--- src/rtl/ika9958_vram_slot_arb_pkg.sv ---
// -----------------------------------------------------------------------------
// IKA9958_mnemonics
//   Shared names for the VRAM slot arbiter and its neighbours.
//
//   slot_owner_t      : who owns the current VRAM access slot
//   SLOT_LEN          : pixel clocks per access slot (comcntr[1:0] rolls over)
//   TXT_TILE_SLOTS    : access slots in a 12px text tile
//   GFX_TILE_SLOTS    : access slots in a 16px graphics tile
//   is_slot_boundary(): true when a comcntr value opens a new slot
// -----------------------------------------------------------------------------
package IKA9958_mnemonics;

  typedef enum logic [2:0] {
    OWN_IDLE    = 3'd0,
    OWN_DISP    = 3'd1,
    OWN_REFRESH = 3'd2,
    OWN_CPU     = 3'd3,
    OWN_CMD     = 3'd4
  } slot_owner_t;

  localparam int SLOT_LEN       = 4;
  localparam int TXT_TILE_SLOTS = 3;
  localparam int GFX_TILE_SLOTS = 4;

  // A slot starts whenever the counter value itself sits on a slot-aligned
  // position. Looking at the value, not at an increment, makes counter
  // reloads and repeated values behave consistently.
  function automatic logic is_slot_boundary(input logic [8:0] cnt);
    return cnt[1:0] == 2'b00;
  endfunction

endpackage

--- src/rtl/ika9958_vram_slot_arb_rr.sv ---
// -----------------------------------------------------------------------------
// ika9958_vram_slot_arb_rr
//   Two-requester round-robin. Grants are combinational from the requests;
//   the "last granted" register only moves when the caller commits a grant.
//   After reset requester B is treated as the last one served, so A wins the
//   first contested round.
//
//   clk      in  clock
//   rst      in  asynchronous active-high reset
//   advance  in  commit this cycle's grant (updates the fairness state)
//   req_a    in  request from requester A
//   req_b    in  request from requester B
//   grant_a  out A would be granted this cycle
//   grant_b  out B would be granted this cycle
// -----------------------------------------------------------------------------
module ika9958_vram_slot_arb_rr (
  input  logic clk,
  input  logic rst,
  input  logic advance,
  input  logic req_a,
  input  logic req_b,
  output logic grant_a,
  output logic grant_b
);

  logic last_b;

  // NOTE: every output of a combinational block gets a default first, so no
  // path through the block can leave it unassigned and infer a latch.
  always_comb begin
    grant_a = 1'b0;
    grant_b = 1'b0;
    if (req_a && req_b) begin
      // Contested: serve whichever side was not served last.
      grant_a = last_b;
      grant_b = !last_b;
    end else begin
      grant_a = req_a;
      grant_b = req_b;
    end
  end

  // NOTE: sequential state is written with non-blocking assignments so every
  // register samples the values that existed before the clock edge.
  always_ff @(posedge clk or posedge rst) begin
    if (rst) begin
      last_b <= 1'b1;
    end else if (advance && (grant_a || grant_b)) begin
      last_b <= grant_b;
    end
  end

endmodule

--- src/rtl/ika9958_vram_slot_arb.sv ---
// -----------------------------------------------------------------------------
// ika9958_vram_slot_arb
//   Hands out VRAM access slots derived from the common PLA counter. At each
//   slot boundary one owner is chosen (refresh, display fetch, CPU port or
//   command engine) and registered; it holds until the next boundary.
//
//   Optional feature, macro IKA9958_VRAM_ARB_STATS_EN: per-requester 16-bit
//   saturating grant counters with a synchronous clear.
//
//   Ports
//   phiA           in  master clock
//   RST_async      in  asynchronous active-high reset
//   phiL_NCEN      in  pixel clock enable; all arbitration state advances
//                      only when high
//   comcntr[8:0]   in  common PLA counter, [8:4] tile, [3:0] pixel
//   txt_mode       in  text (T1/T2) tile geometry
//   disp_active    in  inside the active display region
//   cpu_req        in  CPU port request, level, held until ack
//   cpu_ack        out one-cycle grant pulse to the CPU port
//   cmd_req        in  command engine request, level, held until ack
//   cmd_ack        out one-cycle grant pulse to the command engine
//   slot_start     out one-cycle pulse at the first cycle of a new slot
//   slot_owner[2:0] out owner of the current slot (slot_owner_t encoding)
//   stats_clr      in  (stats build) synchronous counter clear
//   cpu_grant_cnt  out (stats build) CPU grants issued, saturating
//   cmd_grant_cnt  out (stats build) command engine grants, saturating
// -----------------------------------------------------------------------------
module ika9958_vram_slot_arb
  import IKA9958_mnemonics::*;
#(
  parameter logic [8:0] REFRESH_POS    = 9'h1F8,
  parameter int         TXT_DISP_SLOTS = 2,
  parameter int         GFX_DISP_SLOTS = 3
) (
  input  logic       phiA,
  input  logic       RST_async,
  input  logic       phiL_NCEN,
  input  logic [8:0] comcntr,
  input  logic       txt_mode,
  input  logic       disp_active,
  input  logic       cpu_req,
  output logic       cpu_ack,
  input  logic       cmd_req,
  output logic       cmd_ack,
  output logic       slot_start,
  output logic [2:0] slot_owner
`ifdef IKA9958_VRAM_ARB_STATS_EN
  ,
  input  logic        stats_clr,
  output logic [15:0] cpu_grant_cnt,
  output logic [15:0] cmd_grant_cnt
`endif
);

  // ---------------------------------------------------------------------------
  // Parameter sanity: the refresh slot must itself be a slot boundary, and a
  // tile cannot hand more slots to display than it has.
  // ---------------------------------------------------------------------------
  if ((REFRESH_POS % SLOT_LEN) != 0) begin : g_bad_refresh_pos
    $error("REFRESH_POS must be aligned to a slot boundary");
  end
  if (TXT_DISP_SLOTS > TXT_TILE_SLOTS || GFX_DISP_SLOTS > GFX_TILE_SLOTS) begin : g_bad_disp_slots
    $error("display slot count exceeds the slots available in a tile");
  end

  // ---------------------------------------------------------------------------
  // Slot decode
  // ---------------------------------------------------------------------------
  logic        boundary;
  logic [1:0]  slot_idx;
  logic [2:0]  disp_limit;
  logic        is_refresh;
  logic        is_disp;
  logic        slot_free;

  assign boundary   = phiL_NCEN && is_slot_boundary(comcntr);
  assign slot_idx   = comcntr[3:2];
  assign disp_limit = txt_mode ? 3'(TXT_DISP_SLOTS) : 3'(GFX_DISP_SLOTS);

  // Refresh is mandatory once per line and overrides display fetch.
  assign is_refresh = (comcntr == REFRESH_POS);
  assign is_disp    = disp_active && ({1'b0, slot_idx} < disp_limit);
  assign slot_free  = !is_refresh && !is_disp;

  // ---------------------------------------------------------------------------
  // Free-slot round-robin between CPU port (A) and command engine (B)
  // ---------------------------------------------------------------------------
  logic rr_grant_cpu;
  logic rr_grant_cmd;
  logic grant_cpu;
  logic grant_cmd;

  ika9958_vram_slot_arb_rr u_rr (
    .clk     (phiA),
    .rst     (RST_async),
    .advance (boundary && slot_free),
    .req_a   (cpu_req),
    .req_b   (cmd_req),
    .grant_a (rr_grant_cpu),
    .grant_b (rr_grant_cmd)
  );

  assign grant_cpu = slot_free && rr_grant_cpu;
  assign grant_cmd = slot_free && rr_grant_cmd;

  // ---------------------------------------------------------------------------
  // Owner selection for the slot that opens this cycle
  // ---------------------------------------------------------------------------
  slot_owner_t next_owner;

  always_comb begin
    next_owner = OWN_IDLE;
    if (is_refresh) begin
      next_owner = OWN_REFRESH;
    end else if (is_disp) begin
      next_owner = OWN_DISP;
    end else if (grant_cpu) begin
      next_owner = OWN_CPU;
    end else if (grant_cmd) begin
      next_owner = OWN_CMD;
    end
  end

  // ---------------------------------------------------------------------------
  // Registered outputs. Pulses self-clear on the following phiA cycle even
  // when the pixel enable is low; the owner only changes on a boundary.
  // ---------------------------------------------------------------------------
  slot_owner_t owner_q;

  always_ff @(posedge phiA or posedge RST_async) begin
    if (RST_async) begin
      owner_q    <= OWN_IDLE;
      slot_start <= 1'b0;
      cpu_ack    <= 1'b0;
      cmd_ack    <= 1'b0;
    end else begin
      slot_start <= 1'b0;
      cpu_ack    <= 1'b0;
      cmd_ack    <= 1'b0;
      if (boundary) begin
        owner_q    <= next_owner;
        slot_start <= 1'b1;
        cpu_ack    <= grant_cpu;
        cmd_ack    <= grant_cmd;
      end
    end
  end

  assign slot_owner = owner_q;

  // ---------------------------------------------------------------------------
  // Grant statistics
  // ---------------------------------------------------------------------------
`ifdef IKA9958_VRAM_ARB_STATS_EN
  // Counters step on the same edge that raises the matching ack, so each
  // value reflects the acks issued so far. Clear wins over a coincident grant
  // and does not depend on the pixel enable.
  always_ff @(posedge phiA or posedge RST_async) begin
    if (RST_async) begin
      cpu_grant_cnt <= 16'h0000;
      cmd_grant_cnt <= 16'h0000;
    end else if (stats_clr) begin
      cpu_grant_cnt <= 16'h0000;
      cmd_grant_cnt <= 16'h0000;
    end else begin
      if (boundary && grant_cpu && (cpu_grant_cnt != 16'hFFFF)) begin
        cpu_grant_cnt <= cpu_grant_cnt + 16'h0001;
      end
      if (boundary && grant_cmd && (cmd_grant_cnt != 16'hFFFF)) begin
        cmd_grant_cnt <= cmd_grant_cnt + 16'h0001;
      end
    end
  end
`else
  // Statistics build disabled: no counters, arbitration is unchanged.
`endif

endmodule

--- config.mk ---
export PLATFORM = sky130hd
export DESIGN_NAME = ika9958_vram_slot_arb
export DESIGN_NICKNAME = d
export VERILOG_FILES = /design/src/rtl/ika9958_vram_slot_arb_pkg.sv /design/src/rtl/ika9958_vram_slot_arb_rr.sv /design/src/rtl/ika9958_vram_slot_arb.sv
export SDC_FILE = /design/constraint.sdc
export NUM_CORES = 1
export LEC_CHECK = 0
export BUFFER_PORTS_ARGS = -buffer_cell sky130_fd_sc_hd__buf_2
export CAP_MARGIN = 5
export CORE_AREA = 2 2 39 41
export DETAILED_ROUTE_END_ITERATION = 8
export DIE_AREA = 0 0 41 43
export GPL_ROUTABILITY_DRIVEN = 0
export SLEW_MARGIN = 40
export SYNTH_ARGS = -nofsm -noshare
export SYNTH_HDL_FRONTEND = slang
export SYNTH_SLANG_ARGS = --single-unit
export TNS_END_PERCENT = 100
--- constraint.sdc ---
create_clock -name phiA -period 1.77 [get_ports phiA]
set_clock_uncertainty 0.2 [all_clocks]
set_input_delay 0.354 -clock phiA [delete_from_list [all_inputs] [get_ports phiA]]
set_output_delay 0.354 -clock phiA [all_outputs]
set_load 0.03 [all_outputs]
* Word level (Yosys, flattened, before mapping)
Cells that the tools add are included.
Operators by class: $lt $le $gt $ge 1, eq/ne operators 1, multiplexer cells 10, reduce and logical (&&, ||, !) cells 13
Operators by type and width (count):
- 3-bit 2-to-1 mux | 4
- 9-bit equality test, second input constant | 1
- 1-bit logical AND | 8
- 1-bit 2-to-1 mux | 6
- 1-bit logical NOT | 3
- 2-bit logical NOT | 1
- 2-bit < comparator | 1
- 1-bit logical OR | 1
Storage, ports and cells: flip-flop bits (word level) 7

* Logic depth before layout (Yosys ltp)
word-level depth 10, depth in mapped cells 4, depth with buffers taken out 4

* Modules after synthesis
A second synthesis with hierarchy kept.
Second synthesis, totals: cell total of the unflattened synthesis 34, area, all modules 357.8 µm²
By module, submodules not included:
- ika9958_vram_slot_arb | instances 1, cells each 27, area an instance 297.8 µm²
- ika9958_vram_slot_arb_rr | instances 1, cells each 7, area an instance 60.1 µm²

* Worst setup path before layout
OpenSTA, ideal clock, no wires.
path type input -> register, from input comcntr[1], to register owner_q[2] (netlist: slot_owner[2]), setup time 0.064 ns, arrival time 1.270 ns, data required time 1.506 ns, path slack 0.235 ns, stages 4, buffers on the path 0, cell sequence or3b_4 -> a221oi_4 -> and3_4 -> a21o_1
Between the ends: longest elaborated chain between the ends 8
Ends and longest elaborated chain:
- from (decl) | line ika9958_vram_slot_arb.sv:38 | input logic [8:0] comcntr,
- 9-bit equality test | line ika9958_vram_slot_arb.sv:81 | assign is_refresh = (comcntr == REFRESH_POS);
- 1-bit logical NOT | line ika9958_vram_slot_arb.sv:83 | assign slot_free = !is_refresh && !is_disp;
- 1-bit logical AND | line ika9958_vram_slot_arb.sv:83
- 1-bit logical AND | line ika9958_vram_slot_arb.sv:104 | assign grant_cmd = slot_free && rr_grant_cmd;
- 3-bit 2-to-1 mux | line ika9958_vram_slot_arb.sv:119 | end else if (grant_cmd) begin
- 3-bit 2-to-1 mux | line ika9958_vram_slot_arb.sv:117 | end else if (grant_cpu) begin
- 3-bit 2-to-1 mux | line ika9958_vram_slot_arb.sv:115 | end else if (is_disp) begin
- 3-bit 2-to-1 mux | line ika9958_vram_slot_arb.sv:113 | if (is_refresh) begin
- to (signal assigned) | line ika9958_vram_slot_arb.sv:141 | owner_q <= next_owner;
- to (decl) | line ika9958_vram_slot_arb.sv:128 | slot_owner_t owner_q;
Several ways; a longest one is shown, not always the timed one. A chain may end at the register's enable or synchronous reset.

* Worst setup path after layout
Ends and elaborated chain as after synthesis.

==> impl_metrics.env <==
export IMPL_status="finished clean"
export IMPL_p_seq_frac=0.456
export IMPL_yosysSeqAreaShare=0.538
export IMPL_synthArstFlopShare=1.00
export IMPL_cp_arrival_ns=1.44
export IMPL_holdWs_ns=0.0834
export IMPL_die_y_um=43
export IMPL_tns_ns=0
export IMPL_ys_ff_latch=7
export IMPL_powerDensity_mw_per_mm2=898
export IMPL_die_area_mm2=0.00176
export IMPL_timing_final_crit_share=0.822
export IMPL_grtUsageTotal=0.101
export IMPL_syn_to_final_growth_pct=49.2
export IMPL_synth_area_leader_cell="dfrtp_1"
export IMPL_grt_pass1_vias=287
export IMPL_grt_max_degree=8
export IMPL_rsz0062_at_grt="false"
export IMPL_cts_inserted_buffers=3
export IMPL_yosysWarnings=0
export IMPL_ant_nets=0
export IMPL_dp_hpwl_um=532
export IMPL_worst_path_max_fanout=5
export IMPL_first_pass_iters=1
export IMPL_syn_cell_area_um2=328
export IMPL_hold_buffers=1
export IMPL_synth_area_leaders="dfrtp_1 46%, a221oi_4 8.0%, dfstp_2 8.0%, and3_4 3.4%, inv_1 3.4%"
export IMPL_cts_sinks=7
export IMPL_nNetsFinal=71
export IMPL_seqCellArea_um2=176
export IMPL_cts_tree="done"
export IMPL_power_combinational_fraction=0.232
export IMPL_vias_per_cell=4.29
export IMPL_end_kind="register"
export IMPL_internal_power_uw=315
export IMPL_cellLeakagePower_nw=0.275
export IMPL_switching_share=0.283
export IMPL_critPathRequiredTime_ns=1.75
export IMPL_cts_resized=0
export IMPL_setup_violations=0
export IMPL_cts_setup_buffers=0
export IMPL_peakVddDrop_mv=0.324
export IMPL_critPathLaunchType="primary input"
export IMPL_drtIter0Drc=0
export IMPL_ys_flop_type="dfrtp_1"
export IMPL_die_x_um=41
export IMPL_io_pins=22
export IMPL_cts_root_buffer="clkbuf_4"
export IMPL_worstSetupPathType="primary input to register"
export IMPL_rows=14
export IMPL_grtUsageMet1=0.105
export IMPL_total_power_uw=439
export IMPL_syn_inst=28
export IMPL_synthTopCellsByCount="6 x dfrtp_1, 3 x inv_1, 2 x a21oi_1, 2 x nand2_1, 2 x o21ai_1"
export IMPL_met3_usage=0.0314
export IMPL_grt_antenna_before_repair=0
export IMPL_slew_headroom=0.792
export IMPL_clockBufferDepth=2
export IMPL_synth_cell_types=18
export IMPL_hold_path_class="primary input to register"
export IMPL_port_buffer_count=21
export IMPL_yosysMostFrequentCell="dfrtp_1"
export IMPL_grt_pass1_wl_mm=1.10
export IMPL_drc_errors=0
export IMPL_switchingPower_uw=124
export IMPL_overflow=0
export IMPL_vias=300
export IMPL_diodes=0
export IMPL_insertion_delay_ns=0.24
export IMPL_fin_crit_ns=1.46
export IMPL_busiest_layer="met2"
export IMPL_slowest_stage="or3b_4"
export IMPL_nFillCells=145
export IMPL_synth_top_area_share=0.458
export IMPL_slew_viol_final=0
export IMPL_clock_fmax_mhz=687
export IMPL_drive_above_1_share=0.519
export IMPL_htree_num_levels=1
export IMPL_syn_area_per_cell_um2=11.7
export IMPL_clk_pin_slew_ns=0.05
export IMPL_start_util=0.237
export IMPL_clock_power_share=0.312
export IMPL_routedWlPerCell_um=9.14
export IMPL_synth_edff_count=0
export IMPL_cpPeakStageDelay_ns=0.43
export IMPL_hold_viol=0
export IMPL_multi_input_area_um2=140
export IMPL_syn_num_nets=44
export IMPL_drt_total_wl_um=640
export IMPL_cp_cell_sequence="buf_2 -> or3b_4 -> a221oi_4 -> and3_4 -> a21o_1"
export IMPL_tightest_slew_ns=0.310
export IMPL_cap_violations=0
export IMPL_coreArea_mm2=0.00138
export IMPL_met2_usage=0.138
placed cells by master (no fill, tap or decap):
cell	n
a21o_1	1
a21oi_1	2
a221oi_4	1
a22o_1	1
a31oi_1	1
and2_1	1
and3_1	1
and3_4	1
and4b_1	1
buf_2	21
clkbuf_1	1
clkbuf_4	3
dfrtp_1	6
dfstp_2	1
dlygate4sd3_1	1
inv_1	3
nand2_1	2
nor2b_1	1
o21a_1	1
o21ai_0	1
o21ai_1	2
or3b_4	1
power groups by stage:
stage          Sequential, mW  Combinational [mW]  Clock [mW]
5_1_grt                 0.203               0.115       0.151
3_5_place_dp            0.202               0.101           0
4_1_cts                 0.200               0.103       0.143
6_report                0.200               0.102       0.137
2_1_floorplan           0.227              0.0364           0
3_3_place_gp            0.201              0.0993           0
layout make-up:
type                            instances  area share
Tap cell                               16      0.0409
Inverter                                3      0.0230
Multi-Input combinational cell         18       0.286
Clock buffer                            4      0.0537
Sequential cell                         7       0.361
Timing Repair Buffer                   22       0.235
final timing paths:
check,endpoint,cells past startpoint,from,slack [ns]
setup / recovery,slot_owner[2]$_DFFE_PP0P_,5,comcntr[1],0.31
hold / removal,u_rr.last_b$_DFFE_PP1P_,2,cpu_req,0.08
setup reg to reg,slot_owner[2]$_DFFE_PP0P_,3,u_rr.last_b$_DFFE_PP1P_,0.48
hold reg to reg,slot_owner[2]$_DFFE_PP0P_,1,slot_owner[2]$_DFFE_PP0P_,0.27
max in group asynchronous,u_rr.last_b$_DFFE_PP1P_,3,RST_async,0.74
min in group asynchronous,slot_start$_DFF_PP0_,3,RST_async,0.37
metrics by stage:
stage	area (um^2)	instances	utilization	worst slack [ns]
after floorplan	328	28	-	0.235
after global placement	453	65	0.327	0.0940
after detailed placement	453	65	0.327	0.0841
after CTS	489	70	0.354	0.330
after global routing	489	70	0.354	0.255
final	489	70	0.354	0.315
routing by layer:
metal | routed length, um | vias to the layer above
li1 | - | 154
met1 | 280 | 123
met2 | 252 | 21
met3 | 83 | 2
met4 | 24 | 0
met5 | 0 | -
cells by family (layout without fill, tap and decap cells):
family / after synthesis / count (layout) / synth area share
and+or+nand+nor: 8 / 8 / 0.179
DFF: 7 / 7 / 0.538
AOI/OAI and AO/OA: 10 / 10 / 0.248
buffers and inverters: 3 / 29 / 0.0343
registers in the layout, indices dropped and copies added, names as in the netlist:
name	count
slot_owner	3
slot_start	1
u_rr.last_b	1
cmd_ack	1
cpu_ack	1
worst max-delay path: cells and delay by family:
kind            cells  cell delay, ns
buf+inv             1            0.09
simple gates        2            0.66
compound gates      2            0.33
Note: power is estimated with default switching activity, not from simulation.
